--- config.mk ---
export PLATFORM = sky130hd
export DESIGN_NAME = clk_div_ctrl
export DESIGN_NICKNAME = d
export VERILOG_FILES = /design/src/rtl/clkdiv_pkg.sv /design/src/rtl/clkdiv_counter.sv /design/src/rtl/clk_div_ctrl.sv
export SDC_FILE = /design/constraint.sdc
export NUM_CORES = 1
export LEC_CHECK = 0
export CORE_AREA = 3 3 50 52
export DETAILED_ROUTE_END_ITERATION = 8
export DIE_AREA = 0 0 53 55
export GPL_ROUTABILITY_DRIVEN = 1
export PLACE_DENSITY = 0.69
export SLEW_MARGIN = 20
export SYNTH_ARGS = -nofsm -noshare
export SYNTH_HDL_FRONTEND = slang
export SYNTH_SLANG_ARGS = --single-unit
--- constraint.sdc ---
create_clock -name i_clk -period 1.9 [get_ports i_clk]
set_input_delay 0.38 -clock i_clk [delete_from_list [all_inputs] [get_ports i_clk]]
set_output_delay 0.38 -clock i_clk [all_outputs]
set_load 0.05 [all_outputs]
--- src/rtl/clkdiv_pkg.sv ---
// Shared types and constants for the clock divider controller.
package clkdiv_pkg;

   typedef enum logic [1:0] {
      CLK_STOPPED = 2'd0,
      CLK_RUN     = 2'd1,
      CLK_DRAIN   = 2'd2
   } ClkState_t;

   // Smallest ratio that still yields a divided clock with a high phase.
   localparam int unsigned CLKDIV_MIN_DIV = 2;

endpackage

--- src/rtl/clkdiv_counter.sv ---
// Period counter and registered divided-clock / tick generation.
// A period starts with tick and clk high together; clk is high for
// floor(div/2) of the div cycles. 'halt' turns the current wrap into a
// clean stop instead of the start of a new period.
module clkdiv_counter #(
   parameter int unsigned DIV_W = 4
) (
   input  logic             clk,
   input  logic             rst,
   input  logic             run,
   input  logic             start,
   input  logic             halt,
   input  logic [DIV_W-1:0] div,
   output logic             div_clk,
   output logic             tick,
   output logic             wrap
);

   logic [DIV_W-1:0] ctr;
   logic [DIV_W-1:0] ctr_inc;
   logic [DIV_W-1:0] half;

   assign ctr_inc = ctr + 1'b1;
   assign half    = div >> 1;
   assign wrap    = run && (ctr == (div - 1'b1));

   // Advance the period counter and derive clk/tick for the next cycle.
   always_ff @(posedge clk) begin
      if (rst) begin
         ctr     <= '0;
         div_clk <= 1'b0;
         tick    <= 1'b0;
      end else if (start) begin
         ctr     <= '0;
         div_clk <= 1'b1;
         tick    <= 1'b1;
      end else if (wrap) begin
         ctr     <= '0;
         div_clk <= !halt;
         tick    <= !halt;
      end else if (run) begin
         ctr     <= ctr_inc;
         div_clk <= (ctr_inc < half);
         tick    <= 1'b0;
      end else begin
         ctr     <= '0;
         div_clk <= 1'b0;
         tick    <= 1'b0;
      end
   end

endmodule

--- src/rtl/clk_div_ctrl.sv ---
// Run-time controller for the programmable clock divider: start/stop
// sequencing, ratio handshake and period-boundary ratio updates.
// Optional status outputs (o_cur_div, o_period_cnt) are built when
// CLKDIV_CTRL_STATUS_EN is defined.
module clk_div_ctrl
   import clkdiv_pkg::*;
#(
   parameter int unsigned DIV_W       = 4,
   parameter int unsigned DEFAULT_DIV = 6
) (
   input  logic             i_clk,
   input  logic             i_rst,
   input  logic             i_enable,
   input  logic             i_cfg_valid,
   output logic             o_cfg_ready,
   input  logic [DIV_W-1:0] i_cfg_div,
   output logic             o_cfg_err,
   output logic             o_clk,
   output logic             o_tick,
   output logic             o_running
`ifdef CLKDIV_CTRL_STATUS_EN
   ,
   output logic [DIV_W-1:0] o_cur_div,
   output logic [15:0]      o_period_cnt
`endif
);

   ClkState_t        state;
   ClkState_t        state_nxt;
   logic [DIV_W-1:0] cur_div;
   logic [DIV_W-1:0] pend_div;
   logic             pend_valid;
   logic             wrap;
   logic             xfer;
   logic             legal;
   logic             start;
   logic             halt;

   assign o_cfg_ready = (state == CLK_STOPPED) || !pend_valid;
   assign o_running   = (state != CLK_STOPPED);
   assign xfer        = i_cfg_valid && o_cfg_ready;
   assign legal       = (i_cfg_div >= DIV_W'(CLKDIV_MIN_DIV));
   assign start       = (state == CLK_STOPPED) && i_enable;
   assign halt        = (state == CLK_DRAIN) && !i_enable;

   // State register.
   always_ff @(posedge i_clk) begin
      if (i_rst) state <= CLK_STOPPED;
      else       state <= state_nxt;
   end

   // Next-state logic; DRAIN only leaves to STOPPED on a period boundary.
   always_comb begin
      state_nxt = state;
      case (state)
         CLK_STOPPED: if (i_enable) state_nxt = CLK_RUN;
         CLK_RUN:     if (!i_enable) state_nxt = CLK_DRAIN;
         CLK_DRAIN: begin
            if (i_enable)  state_nxt = CLK_RUN;
            else if (wrap) state_nxt = CLK_STOPPED;
         end
         default:     state_nxt = CLK_STOPPED;
      endcase
   end

   // Ratio handshake: immediate when stopped, otherwise deferred to the
   // next wrap. A transfer on the wrap cycle itself takes effect at that
   // wrap (ready is only high then if nothing is pending).
   always_ff @(posedge i_clk) begin
      if (i_rst) begin
         cur_div    <= DIV_W'(DEFAULT_DIV);
         pend_div   <= '0;
         pend_valid <= 1'b0;
         o_cfg_err  <= 1'b0;
      end else begin
         o_cfg_err <= xfer && !legal;
         if (state == CLK_STOPPED) begin
            pend_valid <= 1'b0;
            if (xfer && legal) cur_div <= i_cfg_div;
         end else if (wrap) begin
            if (pend_valid) begin
               cur_div    <= pend_div;
               pend_valid <= 1'b0;
            end else if (xfer && legal) begin
               cur_div <= i_cfg_div;
            end
         end else if (xfer && legal) begin
            pend_div   <= i_cfg_div;
            pend_valid <= 1'b1;
         end
      end
   end

   clkdiv_counter #(
      .DIV_W (DIV_W)
   ) u_counter (
      .clk     (i_clk),
      .rst     (i_rst),
      .run     (o_running),
      .start   (start),
      .halt    (halt),
      .div     (cur_div),
      .div_clk (o_clk),
      .tick    (o_tick),
      .wrap    (wrap)
   );

`ifdef CLKDIV_CTRL_STATUS_EN
   logic [15:0] period_cnt;

   // Count completed periods; holds while stopped since no wraps occur.
   always_ff @(posedge i_clk) begin
      if (i_rst)     period_cnt <= '0;
      else if (wrap) period_cnt <= period_cnt + 16'd1;
   end

   assign o_cur_div    = cur_div;
   assign o_period_cnt = period_cnt;
`else
   // Status outputs and period counter are not built.
`endif

endmodule
==> impl_metrics.ini <==
[outcome]
status = finished, final reports clean

[clock_tree]
clockRootBuffer = clkbuf_4
cts_num_sinks = 18
clk_pin_slew_ns = 0.11
cts-buffers-inserted = 3
cts_tree = built
insertion_delay_ns = 0.29
htreeDepth = 1
clock_path_buffers = 2
cts_setup_buffers = 0

[global_routing]
overflow = 0
grt_pass1_wl_um = 3190
antenna_found_initial = 0
first_global_vias = 782
grt_max_degree = 22
grt_use_total_pct = 14.8

[drt]
dr.pass1.iters = 4
wire_per_inst_um = 12.5
dr_total_vias = 781
wl_um = 1870
ant_nets = 0
routed_via_density = 5.24
drt-initial-drc-count = 18
drc = 0

[logic_synthesis]
yosys_warnings = 0
syn_avg_cell_area_um2 = 9.51
synth_seq_cells = 18
syn_inst = 101
synth-async-reset-ratio_pct = 0
ys.flop_type = dfxtp_1
synth_cell_type_count = 36
synthesis.area_um2 = 961
synth_edf_count = 0
ys_seq_area_share_pct = 37.5
synthesis.nets = 113

[placement]
io_buffer_count = 12
hpwl_um = 1480
placed_cell_area_um2 = 1190
gp_congestion = 0.770
pre_cts_slack_ns = 0.0239
dp.cells = 145

[critical_path]
critPathRequiredTime_ns = 2.09
path_max_fanout = 8
cp-end-kind = flip-flop
crit_arrival_ns = 1.98
critical_path_class = reg2reg
critPathLaunchType = flip-flop

[floorplanning]
die_w_um = 53
initial_utilization_pct = 44.7
coreArea_um2 = 2150
die_area_um2 = 2920
rows = 17
dieHeight_um = 55
ios = 13

[power_and_ir_drop]
p_per_area_nw_per_um2 = 708
p_total_mw = 0.875
ir_worst_vdd_uv = 384
p_leak_nw = 0.492

[cells_and_area]
syn_to_final_growth_pct = 28.6
drive_gt1_share_pct = 19.0
utilization_pct = 57.5
layout_commonest_cell = dfxtp_1
finalNonFillerCells = 149
layout_common_cells = dfxtp_1, clkdlybuf4s50_1, buf_4
n_antenna_cell = 0
fin_area_um2 = 1240
nets = 134

[sta]
holdWs_ns = 0.486
setup_violations = 0
fin_crit_sh_pct = 94.2
min_period_ns = 1.79
fmaxAchievable_mhz = 558
max_slew_margin_pct = 66.7
drv_slew = 0
hold_viol_final = 0
grt_setup_unrepaired = true
fin_tns_setup_ns = 0
worst_slack_ns = 0.109
tightest_slew_ns = 0.495
clock_skew_ns = 0.00735

[worst_hold_path]
hold_class = reg2reg

[job]
cap_viol_max_count = 0
## synth_stat cells, types with 2 or more instances
cell type,n,share of area (%)
nand3_1,2,1.0
nor2_1,4,1.6
xnor2_1,3,2.7
dfxtp_1,18,38
a222oi_1,2,2.1
clkbuf_1,3,1.2
a211oi_1,2,1.6
o21ai_0,3,1.6
inv_1,6,2.3
a21oi_1,4,2.1
o31ai_1,2,1.6
nand2b_1,7,4.6
xor2_1,3,2.7
nor3b_1,3,2.3
ha_1,4,5.2
mux2i_1,4,4.2
nand2_1,5,2.0
nor3_1,8,4.2
## sequential cells by signal (all words and copies together), names as in the netlist
| register | cells |
|---|---|
| cur_div | 4 |
| pend_div | 4 |
| u_counter.tick | 1 |
| state | 2 |
| pend_valid | 1 |
| u_counter.ctr | 4 |
| o_cfg_err | 1 |
| u_counter.div_clk | 1 |
## final cells by class
cell class,count,area (um^2)
fill,202,912
inverter,6,22.5
timing repair buffer,20,200
tap,28,35.0
multi-input combinational,73,582
sequential,18,360
clock buffer,4,36.3
## critical path: stages (launching register included)
cell and delay (ns):
dfxtp_1 0.34, inv_1 0.05, ha_1 0.29, xnor2_1 0.17, nor3_2 0.10, a21boi_2 0.33, nor3_1 0.11, a211o_2 0.31
## path summary, 6_finish.rpt
path / to / start / slack (ns) / depth (start not counted)
setup / recovery: cur_div[2] / cur_div[0] / 0.11 / 7
hold reg to reg: pend_div[2] / pend_div[2] / 0.49 / 2
setup reg to reg: cur_div[2] / cur_div[0] / 0.11 / 7
hold / removal: pend_div[2] / pend_div[2] / 0.49 / 2
## metal layers
layer | up-vias | GRT usage [%] | part of all wire (%)
met2 | 6 | 27.7 | 50
met3 | 2 | 2.41 | 1.7
met4 | 0 | 5.11 | 1.0
met1 | 368 | 17.0 | 47
li1 | 405 | - | -
met5 | - | 0 | 0
## cells by family (layout without fill, tap and decap cells)
kind of cell / after synthesis / count (layout) / synth area share (%)
compound gates: 23 / 23 / 19.7
mux: 4 / 4 / 4.17
flops: 18 / 18 / 37.5
xor+xnor: 7 / 7 / 7.94
fa+ha+maj: 4 / 4 / 5.21
simple gates: 35 / 35 / 21.5
buf+inv: 10 / 30 / 4.04
## power breakdown
group / internal, mW / switching (mW)
clock: 0.117 / 0.117
combinational: 0.110 / 0.115
sequential: 0.399 / 0.0170
## what timing repair did
action / CTS / global route
gates resized for setup: 0 / 2
hold buffers: 0 / 0
setup endpoints to repair: 0 / 2
No activity file was read; power rests on OpenSTA's default activity.
